<file path="config.mk">
export PLATFORM = sky130hd
export DESIGN_NAME = muldiv_sequencer_flat
export DESIGN_NICKNAME = d
export VERILOG_FILES = /design/src/rtl/mips_pkg.sv /design/src/rtl/muldiv_sequencer_if.sv /design/src/rtl/muldiv_step.sv /design/src/rtl/muldiv_sequencer.sv /design/src/flat_wrapper.sv
export SDC_FILE = /design/constraint.sdc
export NUM_CORES = 1
export LEC_CHECK = 0
export CAP_MARGIN = 25
export CORE_AREA = 4 4 159 161
export DETAILED_ROUTE_END_ITERATION = 6
export DIE_AREA = 0 0 163 165
export PLACE_DENSITY = 0.83
export REMOVE_ABC_BUFFERS = 1
export SLEW_MARGIN = 20
export SYNTH_ARGS = -nofsm -noshare
export SYNTH_HDL_FRONTEND = slang
export SYNTH_HIERARCHICAL = 1
export SYNTH_SLANG_ARGS = --single-unit
</file>
<file path="constraint.sdc">
create_clock -name clk -period 7 [get_ports clk]
set_input_delay 1.4 -clock clk [delete_from_list [all_inputs] [get_ports clk]]
set_output_delay 1.4 -clock clk [all_outputs]
set_load 0.01 [all_outputs]
</file>
<file path="src/rtl/mips_pkg.sv">
// Funct codes and FSM encoding shared by the mul/div sequencer.
// MULDIV_DIV_EN adds the divide state; without it only MULT/MULTU/MTHI/MTLO exist.
package mips_pkg;

  localparam logic [5:0] FUNCT_MULT  = 6'b011000;
  localparam logic [5:0] FUNCT_MULTU = 6'b011001;
  localparam logic [5:0] FUNCT_DIV   = 6'b011010;
  localparam logic [5:0] FUNCT_DIVU  = 6'b011011;
  localparam logic [5:0] FUNCT_MTHI  = 6'b010001;
  localparam logic [5:0] FUNCT_MTLO  = 6'b010011;

  typedef enum logic [2:0] {
    S_IDLE = 3'd0,
    S_MUL  = 3'd1,
`ifdef MULDIV_DIV_EN
    S_DIV  = 3'd2,
`endif
    S_FIX  = 3'd3,
    S_DONE = 3'd4
  } state_e;

endpackage

</file>
<file path="src/rtl/muldiv_sequencer_if.sv">
// EX-stage request / HI-LO result bundle for the mul/div sequencer.
// master drives requests (EX stage), slave is the sequencer.
interface muldiv_sequencer_if #(
  parameter int WIDTH = 32
);
  logic             start;
  logic [5:0]       funct;
  logic [WIDTH-1:0] rs_val;
  logic [WIDTH-1:0] rt_val;
  logic             flush;
  logic             busy;
  logic             done;
  logic             div_zero;
  logic [WIDTH-1:0] hi;
  logic [WIDTH-1:0] lo;

  modport master (
    output start, funct, rs_val, rt_val, flush,
    input  busy, done, div_zero, hi, lo
  );

  modport slave (
    input  start, funct, rs_val, rt_val, flush,
    output busy, done, div_zero, hi, lo
  );
endinterface

</file>
<file path="src/rtl/muldiv_step.sv">
// One iteration of the magnitude loop: shift-add multiply or restoring divide.
// Divide path exists only when MULDIV_DIV_EN is defined.
module muldiv_step #(
  parameter int WIDTH = 32
) (
`ifdef MULDIV_DIV_EN
  input  logic             div_i,
`endif
  input  logic [WIDTH-1:0] hi_i,
  input  logic [WIDTH-1:0] lo_i,
  input  logic [WIDTH-1:0] opnd_i,
  output logic [WIDTH-1:0] hi_o,
  output logic [WIDTH-1:0] lo_o
);
  logic [WIDTH:0] sum;
`ifdef MULDIV_DIV_EN
  logic [WIDTH:0] sh;
  logic [WIDTH:0] diff;
`endif

  always_comb begin
    sum  = {1'b0, hi_i} + (lo_i[0] ? {1'b0, opnd_i} : '0);
    hi_o = sum[WIDTH:1];
    lo_o = {sum[0], lo_i[WIDTH-1:1]};
`ifdef MULDIV_DIV_EN
    // remainder in hi, dividend bits shift out of lo as quotient bits shift in
    sh   = {hi_i, lo_i[WIDTH-1]};
    diff = sh - {1'b0, opnd_i};
    if (div_i) begin
      hi_o = diff[WIDTH] ? sh[WIDTH-1:0] : diff[WIDTH-1:0];
      lo_o = {lo_i[WIDTH-2:0], ~diff[WIDTH]};
    end
`endif
  end

endmodule

</file>
<file path="src/rtl/muldiv_sequencer.sv">
// Multicycle MULT/MULTU/DIV/DIVU/MTHI/MTLO sequencer owning HI/LO.
// Define MULDIV_DIV_EN to include the divide datapath and div_zero.
module muldiv_sequencer
  import mips_pkg::*;
#(
  parameter int WIDTH = 32
) (
  input logic               clk,
  input logic               reset,
  muldiv_sequencer_if.slave bus
);
  localparam int CW = $clog2(WIDTH);

  state_e             state_q;
  logic [CW-1:0]      cnt_q;
  logic [WIDTH-1:0]   whi_q;
  logic [WIDTH-1:0]   wlo_q;
  logic [WIDTH-1:0]   opnd_q;
  logic [WIDTH-1:0]   hi_q;
  logic [WIDTH-1:0]   lo_q;
  logic               neg_q;
  logic               busy_q;
  logic               done_q;
`ifdef MULDIV_DIV_EN
  logic               div_q;
  logic               rneg_q;
  logic               dz_q;
  logic               dzp_q;
  logic               is_div;
`endif
  logic               is_mul;
  logic               is_mthi;
  logic               is_mtlo;
  logic               sgn;
  logic               xsgn;
  logic [WIDTH-1:0]   rs_mag;
  logic [WIDTH-1:0]   rt_mag;
  logic [WIDTH-1:0]   step_hi;
  logic [WIDTH-1:0]   step_lo;
  logic [WIDTH-1:0]   fix_hi;
  logic [WIDTH-1:0]   fix_lo;
  logic [2*WIDTH-1:0] prod;

  always_comb begin
    is_mul  = bus.funct inside {FUNCT_MULT, FUNCT_MULTU};
    is_mthi = bus.funct == FUNCT_MTHI;
    is_mtlo = bus.funct == FUNCT_MTLO;
    sgn     = bus.funct inside {FUNCT_MULT, FUNCT_DIV};
`ifdef MULDIV_DIV_EN
    is_div  = bus.funct inside {FUNCT_DIV, FUNCT_DIVU};
`endif
    rs_mag  = (sgn && bus.rs_val[WIDTH-1]) ? -bus.rs_val : bus.rs_val;
    rt_mag  = (sgn && bus.rt_val[WIDTH-1]) ? -bus.rt_val : bus.rt_val;
    xsgn    = sgn & (bus.rs_val[WIDTH-1] ^ bus.rt_val[WIDTH-1]);
  end

  muldiv_step #(.WIDTH(WIDTH)) u_step (
`ifdef MULDIV_DIV_EN
    .div_i  (div_q),
`endif
    .hi_i   (whi_q),
    .lo_i   (wlo_q),
    .opnd_i (opnd_q),
    .hi_o   (step_hi),
    .lo_o   (step_lo)
  );

  always_comb begin
    prod = {whi_q, wlo_q};
    if (neg_q) prod = -prod;
    fix_hi = prod[2*WIDTH-1:WIDTH];
    fix_lo = prod[WIDTH-1:0];
`ifdef MULDIV_DIV_EN
    if (div_q) begin
      fix_hi = rneg_q ? -whi_q : whi_q;
      fix_lo = neg_q ? -wlo_q : wlo_q;
    end
`endif
  end

  always_ff @(posedge clk or posedge reset) begin
    if (reset) begin
      state_q <= S_IDLE;
      cnt_q   <= '0;
      whi_q   <= '0;
      wlo_q   <= '0;
      opnd_q  <= '0;
      hi_q    <= '0;
      lo_q    <= '0;
      neg_q   <= 1'b0;
      busy_q  <= 1'b0;
      done_q  <= 1'b0;
`ifdef MULDIV_DIV_EN
      div_q   <= 1'b0;
      rneg_q  <= 1'b0;
      dz_q    <= 1'b0;
      dzp_q   <= 1'b0;
`endif
    end else begin
      done_q <= 1'b0;
`ifdef MULDIV_DIV_EN
      dz_q   <= 1'b0;
`endif
      unique case (state_q)
        S_IDLE: begin
          if (bus.start && !bus.flush) begin
            unique case (1'b1)
              is_mthi: begin
                hi_q   <= bus.rs_val;
                done_q <= 1'b1;
              end
              is_mtlo: begin
                lo_q   <= bus.rs_val;
                done_q <= 1'b1;
              end
              is_mul: begin
                state_q <= S_MUL;
                busy_q  <= 1'b1;
                cnt_q   <= '0;
                whi_q   <= '0;
                wlo_q   <= rt_mag;
                opnd_q  <= rs_mag;
                neg_q   <= xsgn;
`ifdef MULDIV_DIV_EN
                div_q   <= 1'b0;
                rneg_q  <= 1'b0;
`endif
              end
`ifdef MULDIV_DIV_EN
              is_div: begin
                busy_q <= 1'b1;
                div_q  <= 1'b1;
                dzp_q  <= bus.rt_val == '0;
                if (bus.rt_val == '0) begin
                  state_q <= S_DONE;
                  hi_q    <= bus.rs_val;
                  lo_q    <= '1;
                end else begin
                  state_q <= S_DIV;
                  cnt_q   <= '0;
                  whi_q   <= '0;
                  wlo_q   <= rs_mag;
                  opnd_q  <= rt_mag;
                  neg_q   <= xsgn;
                  rneg_q  <= sgn & bus.rs_val[WIDTH-1];
                end
              end
`endif
              default: ;
            endcase
          end
        end
`ifdef MULDIV_DIV_EN
        S_MUL, S_DIV: begin
`else
        S_MUL: begin
`endif
          if (bus.flush) begin
            state_q <= S_IDLE;
            busy_q  <= 1'b0;
          end else begin
            whi_q <= step_hi;
            wlo_q <= step_lo;
            cnt_q <= cnt_q + CW'(1);
            if (cnt_q == CW'(WIDTH - 1)) state_q <= S_FIX;
          end
        end
        S_FIX: begin
          state_q <= bus.flush ? S_IDLE : S_DONE;
          busy_q  <= !bus.flush;
          if (!bus.flush) begin
            hi_q <= fix_hi;
            lo_q <= fix_lo;
          end
        end
        S_DONE: begin
          // result is already committed, so a flush here cannot cancel it
          state_q <= S_IDLE;
          busy_q  <= 1'b0;
          done_q  <= 1'b1;
`ifdef MULDIV_DIV_EN
          dz_q    <= dzp_q;
`endif
        end
        default: begin
          state_q <= S_IDLE;
          busy_q  <= 1'b0;
        end
      endcase
    end
  end

  assign bus.busy = busy_q;
  assign bus.done = done_q;
  assign bus.hi   = hi_q;
  assign bus.lo   = lo_q;
`ifdef MULDIV_DIV_EN
  assign bus.div_zero = dz_q;
`else
  assign bus.div_zero = 1'b0;
`endif

endmodule

</file>
<file path="src/flat_wrapper.sv">
// flat-port wrapper written by rule: the top's interface ports become plain ports
module muldiv_sequencer_flat import mips_pkg::*;
#(
  parameter int WIDTH = 32
)
  (clk, reset, bus_start, bus_funct, bus_rs_val, bus_rt_val, bus_flush, bus_busy, bus_done, bus_div_zero, bus_hi, bus_lo);
  muldiv_sequencer_if #(.WIDTH(WIDTH)) bus_i ();
  input logic clk;
  input logic reset;
  input wire logic [$bits(bus_i.start)-1:0] bus_start;
  input wire logic [$bits(bus_i.funct)-1:0] bus_funct;
  input wire logic [$bits(bus_i.rs_val)-1:0] bus_rs_val;
  input wire logic [$bits(bus_i.rt_val)-1:0] bus_rt_val;
  input wire logic [$bits(bus_i.flush)-1:0] bus_flush;
  output wire logic [$bits(bus_i.busy)-1:0] bus_busy;
  output wire logic [$bits(bus_i.done)-1:0] bus_done;
  output wire logic [$bits(bus_i.div_zero)-1:0] bus_div_zero;
  output wire logic [$bits(bus_i.hi)-1:0] bus_hi;
  output wire logic [$bits(bus_i.lo)-1:0] bus_lo;
  assign bus_i.start = bus_start;
  assign bus_i.funct = bus_funct;
  assign bus_i.rs_val = bus_rs_val;
  assign bus_i.rt_val = bus_rt_val;
  assign bus_i.flush = bus_flush;
  assign bus_busy = bus_i.busy;
  assign bus_done = bus_i.done;
  assign bus_div_zero = bus_i.div_zero;
  assign bus_hi = bus_i.hi;
  assign bus_lo = bus_i.lo;
  muldiv_sequencer #(.WIDTH(WIDTH)) u_core (.clk(clk), .reset(reset), .bus(bus_i));
endmodule
</file>
==> out/qor.csv, run 1 <==
stage,metric,value,unit
synth,synth_edf_count,0,
final_layout,drive_gt1_share,5.87,%
clocking,numCtsBuffers,17,
worst_hold_path,worstHoldStart,u_core/opnd_q[16],
synth,ys_top_cells_by_count,"dfrtp_1 (171), nand2_1 (165), o21ai_0 (126), nor2_1 (109), a21oi_1 (78)",
floorplanning,start_util,51.3,%
route,vias_per_cell,6.30,
route,drt_iter0_drc,1239,
floorplanning,dieArea,26900,um^2
floorplanning,dieWidth,163,um
power,powerDensity,216,nW/um^2
sta,holdWs,475,ps
setup_path,crit_slowest_cell,nor4_2,
sta,period_needed,4100,ps
sta,rsz0062_at_grt,no,
global_routing,grt_usage,28.2,%
setup_path,required,7320,ps
setup_path,crit_path_start_kind,input port,
sta,timing.final.crit_share,58.6,%
clocking,cts_sinks,171,
setup_path,endpoint_kind,flip-flop,
synth,syn_area_per_cell,8.47,um^2
synth,synth_area,12300,um^2
synth,synth-seq-cells,171,
sta,setup_viol,0,
clocking,cts_setup_buffers,0,
synth,synth.most_common_cell,dfrtp_1,
clocking,clock_latency,440,ps
global_routing,grt_pass1_vias,11200,
worst_hold_path,worstHoldPathType,reg2reg,
setup_path,r2r-start,u_core/wlo_q[0],
floorplanning,num_io_pins,141,
global_routing,grt_remaining_overflow,0,
global_routing,grt_max_degree,91,
placed_design,gp_congestion,0.966,
setup_path,reg2reg_to,u_core/bus.hi[20],
clocking,clk_pin_slew,70,ps
sta,max_freq,0.244,GHz
setup_path,cp_max_fo,7,
power,ir_worst_vdd,0.155,mV
route,via_count,11600,
placed_design,hpwlAfterDp,28500,um
worst_hold_path,hold_depth,2,
synth,synth.largest_area_cell,dfrtp_1,
route,antenna_left,0,
final_layout,fillers,2088,
sta,max-slew-margin-rel,31.3,%
setup_path,crit_arrival,4420,ps
synth,synth_cells,1450,
setup_path,rr_worst_depth,7,
clocking,root_buffer,clkbuf_16,
route,wirelength,38100,um
final_layout,final_nets,1616,
setup_path,r2r_setup_slack,3280,ps
sta,fin_tns_setup,0,ps
route,drt-pass1-iter-count,6,
sta,slew_viol_final,0,
setup_path,worstPathCellList,clkdlybuf4s50_1 > or4_1 > nor4_2 > nand3_1 > o31ai_1 > xor2_1 > o21ai_1,
route,wl_per_cell,20.7,um
final_layout,areaGrowthSynthToFinish,16.0,%
synth,yosysWarningCount,6,
worst_hold_path,holdPathEnd,u_core/opnd_q[16],
synth,synth.distinct_cells,79,
placed_design,io_buffer_count,139,
clocking,postCtsHoldBufs,0,
synth,synth_top_cell_area_share,34.8,%
route,drc_errors,0,
setup_path,slowest_delay,880,ps
sta,finClkSkew,12.3,ps
synth,ys_seq_area_share,34.8,%
global_routing,grt_pass1_wl,60600,um
synth,ys_top_cells_by_area,"dfrtp_1 (35%), o21ai_0 (5.1%), nand2_1 (5.0%)",
floorplanning,core,24000,um^2
synth,synthArstFlopShare,100,%
clocking,cts.repair.resized,0,
final_layout,postLayoutCoreUtil,59.4,%
clocking,cts_max_level,4,
floorplanning,fp-row-count,57,
outcome,status,"complete, no violations",
sta,hold_viol_final,0,
floorplanning,die-height,165,um
power,leakagePower,0.00608,uW
setup_path,crit_type,in2reg,
run,maxCapViolations,0,
synth,synth_flop_cell,dfrtp_1,
clocking,cts_max_path_buffers,2,
sta,worstMarginPinSlew,1020,ps
global_routing,antenna_found_initial,1,
clocking,cts_tree,done,
==> cells in the final DEF, fill, tap and decap left out, types with 33 or more instances in the layout <==
cell / n
a21oi_1: 77
a22o_1: 33
and2_1: 34
clkdlybuf4s50_1: 139
dfrtp_1: 170
ha_1: 37
nand2_1: 165
nand3_1: 35
nor2_1: 108
o21ai_0: 126
o31ai_1: 39
xnor2_1: 68
xor2_1: 68
==> registers in the layout (all words and copies together) (netlist names) <==
signal           cells
u_core/bus.busy      1
u_core/state_q       3
u_core/bus.lo       32
u_core/neg_q         1
u_core/cnt_q         5
u_core/bus.hi       32
u_core/bus.done      1
u_core/whi_q        32
u_core/wlo_q        32
u_core/opnd_q       32
==> metal layers <==
layer / track usage, % / part of all wire, % / wire, um
met5: 0 / 0 / 0
met3: 5.07 / 8.0 / 3040
met4: 12.1 / 3.5 / 1350
met1: 36.8 / 40 / 15400
met2: 46.5 / 48 / 18400
==> through the flow <==
stage          total power (uW)  std cells  instance area, um^2  setup WS [ps]
4_1_cts                    3070       1839                14200           2970
5_1_grt                    3220       1842                14200           2710
3_5_place_dp               2120       1807                13600           2520
6_report                   3070       1842                14200           2900
3_3_place_gp               2100       1806                13600           2680
2_1_floorplan              1750       1331                11700            968
==> worst max-delay path: cells and delay by family <==
kind / cells / cell delay (ps)
buffers and inverters: 1 / 520
AOI/OAI and AO/OA: 2 / 450
xor gates and xnor gates: 1 / 220
and+or+nand+nor: 3 / 1840
==> final cells by class <==
type / instances / area, um^2 / area share (%)
tap: 324 / 405 / 2.85
sequential: 171 / 4280 / 30.1
timing repair buffer: 154 / 1540 / 10.8
inverter: 25 / 98.8 / 0.694
clock inverter: 14 / 148 / 1.04
clock buffer: 18 / 429 / 3.01
multi-input combinational: 1135 / 7340 / 51.6
antenna: 1 / 2.50 / 0.0176
==> power breakdown <==
group | leakage [uW] | switching (uW) | internal (uW)
sequential | 0.00224 | 176 | 1130
clock | 0.000275 | 442 | 505
combinational | 0.00356 | 447 | 374
total | 0.00608 | 1060 | 2010
==> how the worst max path moves through the flow <==
stage,start,end,slack [ps]
finish,bus_rs_val[3],u_core/opnd_q[25],2900
global placement,bus_funct[4],u_core/wlo_q[10],2680
detailed placement,bus_funct[4],u_core/wlo_q[9],2520
CTS,bus_rs_val[3],u_core/opnd_q[25],2970
floorplan,reset,u_core/bus.busy,970
global route,bus_funct[4],u_core/wlo_q[9],2710
==> cell families after synthesis <==
logic type,after synthesis,share of synthesized area (%)
AND/OR/NAND/NOR,496,19.8
adder cells (fa/ha/maj),38,3.93
AO/OA/AOI/OAI,447,24.7
flip-flops,171,34.8
other,1,0.0305
multiplexers,17,1.40
XOR/XNOR,136,9.70
buffers and inverters,144,5.58
Power figures use the tool's default switching activity.
==> inputs of run 2 (changes only) <==
- PLACE_DENSITY: 0.83 -> 0.86
- clock period: 7 -> 3.3 ns (I/O delays scaled with it)
==> out/qor.csv, run 2 (synthesized netlist as in run 1, its figures left out) <==
stage,metric,value,unit,change
power,ir_worst_vdd,0.253,mV,+63%
final_layout,final_nets,1659,,+2.7%
setup_path,reg2reg_to,u_core/whi_q[29],,
sta,period_needed,3120,ps,
route,drt-pass1-iter-count,5,,-1
power,leakagePower,0.00629,uW,+3.5%
global_routing,grt_pass1_vias,11400,,+1.4%
power,power.total,6520,uW,+110%
final_layout,areaGrowthSynthToFinish,18.6,%,
route,vias_per_cell,6.37,,+1.2%
setup_path,crit_path_start_kind,flip-flop,,
worst_hold_path,worstHoldPathType,reg2reg,,
floorplanning,start_util,51.3,%,unchanged
sta,fin_tns_setup,0,ps,unchanged
setup_path,rr_worst_depth,11,,+4
placed_design,gp_congestion,0.931,,-3.6%
clocking,postCtsHoldBufs,0,,unchanged
clocking,numCtsBuffers,17,,unchanged
sta,worstMarginPinSlew,869,ps,-153 ps
sta,max_freq,0.321,GHz,
power,p_switching,2290,uW,+110%
route,wl_per_cell,20.3,um,-2.0%
global_routing,grt_usage,28.1,%,-0.17 points
sta,timing.final.crit_share,94.4,%,
floorplanning,num_io_pins,141,,unchanged
route,via_count,12000,,+3.5%
route,drt_iter0_drc,1172,,-5.4%
clocking,cts_max_path_buffers,2,,unchanged
worst_hold_path,hold_depth,2,,unchanged
power,power_frac_seq,42.0,%,-0.4 points
final_layout,drive_gt1_share,8.59,%,+2.7 points
setup_path,crit_type,reg2reg,,
power,pwr-share-clk,30.3,%,-0.5 points
final_layout,final_common_cell,dfrtp_1,,
global_routing,antenna_found_initial,1,,unchanged
setup_path,endpoint_kind,flip-flop,,
sta,finClkSkew,14.0,ps,+1.78 ps
clocking,cts_tree,done,,
floorplanning,dieArea,26900,um^2,unchanged
outcome,status,"complete, no violations",,
setup_path,slowest_delay,470,ps,-410 ps
final_layout,final_cells,1884,,+2.3%
setup_path,crit_arrival,3440,ps,-980 ps
route,drc_errors,0,,unchanged
clocking,cts_setup_buffers,0,,unchanged
floorplanning,die-height,165,um,unchanged
power,p_int,4230,uW,+110%
global_routing,grt_max_degree,72,,-21%
sta,rsz0062_at_grt,no,,
power,combPwrFrac,27.6,%,+0.9 points
setup_path,r2r-start,u_core/wlo_q[0],,
final_layout,fillers,2022,,-3.2%
worst_hold_path,holdPathEnd,u_core/opnd_q[16],,
clocking,cts_sinks,171,,unchanged
global_routing,grt_remaining_overflow,0,,unchanged
final_layout,final_cell_mix,"dfrtp_1 (169), nand2_1 (165), clkdlybuf4s50_1 (139)",,
setup_path,worstPathCellList,and2_1 > ha_1 > fa_1 > a211o_1 > a211oi_4 > o31ai_2 > a31oi_4 > a21oi_2 > a211oi_2 > nor2b_1 > a22o_1,,
setup_path,crit_slowest_cell,dfrtp_2,,
setup_path,required,3630,ps,-3690 ps
clocking,cts_max_level,4,,unchanged
placed_design,placed_cells,1852,,+2.5%
floorplanning,core,24000,um^2,unchanged
floorplanning,fp-row-count,57,,unchanged
run,maxCapViolations,0,,unchanged
power,p_sw_share,35.1,%,+0.44 points
route,antenna_left,0,,unchanged
placed_design,io_buffer_count,139,,unchanged
power,powerDensity,448,nW/um^2,+110%
clocking,root_buffer,clkbuf_16,,
clocking,clock_latency,440,ps,about the same
sta,max-slew-margin-rel,41.9,%,+11 points
setup_path,r2r_setup_slack,180,ps,-3100 ps
sta,hold_viol_final,0,,unchanged
sta,slew_viol_final,0,,unchanged
final_layout,num_antenna_cells,0,,-1
floorplanning,dieWidth,163,um,unchanged
global_routing,grt_pass1_wl,60300,um,-0.50%
placed_design,hpwlAfterDp,28500,um,about the same
clocking,clk_pin_slew,80,ps,about the same
setup_path,cp_max_fo,6,,-1
sta,setup_viol,0,,unchanged
route,wirelength,38200,um,+0.28%
worst_hold_path,worstHoldStart,u_core/opnd_q[16],,
[run 2: worst max-delay path by stage]
stage	endpoint	startpoint
after floorplan	u_core/bus.busy	reset
after global placement	u_core/wlo_q[27]	bus_rt_val[5]
after detailed placement	u_core/wlo_q[27]	bus_rt_val[5]
after CTS	u_core/whi_q[29]	u_core/wlo_q[0]
after global routing	u_core/whi_q[29]	u_core/wlo_q[0]
final	u_core/whi_q[29]	u_core/wlo_q[0]
[run 2: cell type report]
cell class                 instances  area (um^2)  area share (%)
timing repair buffer             197         1850            12.7
clock inverter                    14          140           0.962
tap                              324          405            2.78
multi-input combinational       1135         7360            50.5
clock buffer                      18          429            2.95
inverter                          25         98.8           0.679
sequential                       171         4280            29.4
[run 2: power by group through the flow]
stage / logic (uW) / registers [uW] / clock network [uW]
after floorplan: 984 / 2720 / 0
after global placement: 1710 / 2750 / 0
after detailed placement: 1770 / 2760 / 0
after CTS: 1780 / 2730 / 1990
after global routing: 1960 / 2770 / 2080
final: 1800 / 2740 / 1980
[run 2: repair_timing]
item                                   in CTS  in global routing
setup endpoints to repair                   0                  2
gates resized for setup                     0                  3
endpoints found under the hold margin       0                  0
[run 2: per-stage QoR]
step	hold slack [ps]	worst slack, ps	instance area (um^2)	util, %
6_report	476	185	14600	60.8
5_1_grt	503	15.0	14600	60.8
4_1_cts	477	143	14500	60.7
3_5_place_dp	462	130	14000	58.3
3_3_place_gp	456	130	14000	58.3
2_1_floorplan	442	-1990	11700	-
[run 2: per-layer routing]
metal,routed length [um],track usage (%),vias to the layer above
met5,13,0,-
met4,1730,14.0,2
met3,3520,5.12,145
met2,18400,46.9,678
met1,14500,35.1,5723
li1,-,-,5452
[run 2: critical path: cells and delay by family (launching register included)]
kind,cells,cell delay [ps]
and+or+nand+nor,2,250
adders and majority gates,2,640
DFF,1,470
AOI/OAI and AO/OA,7,1650
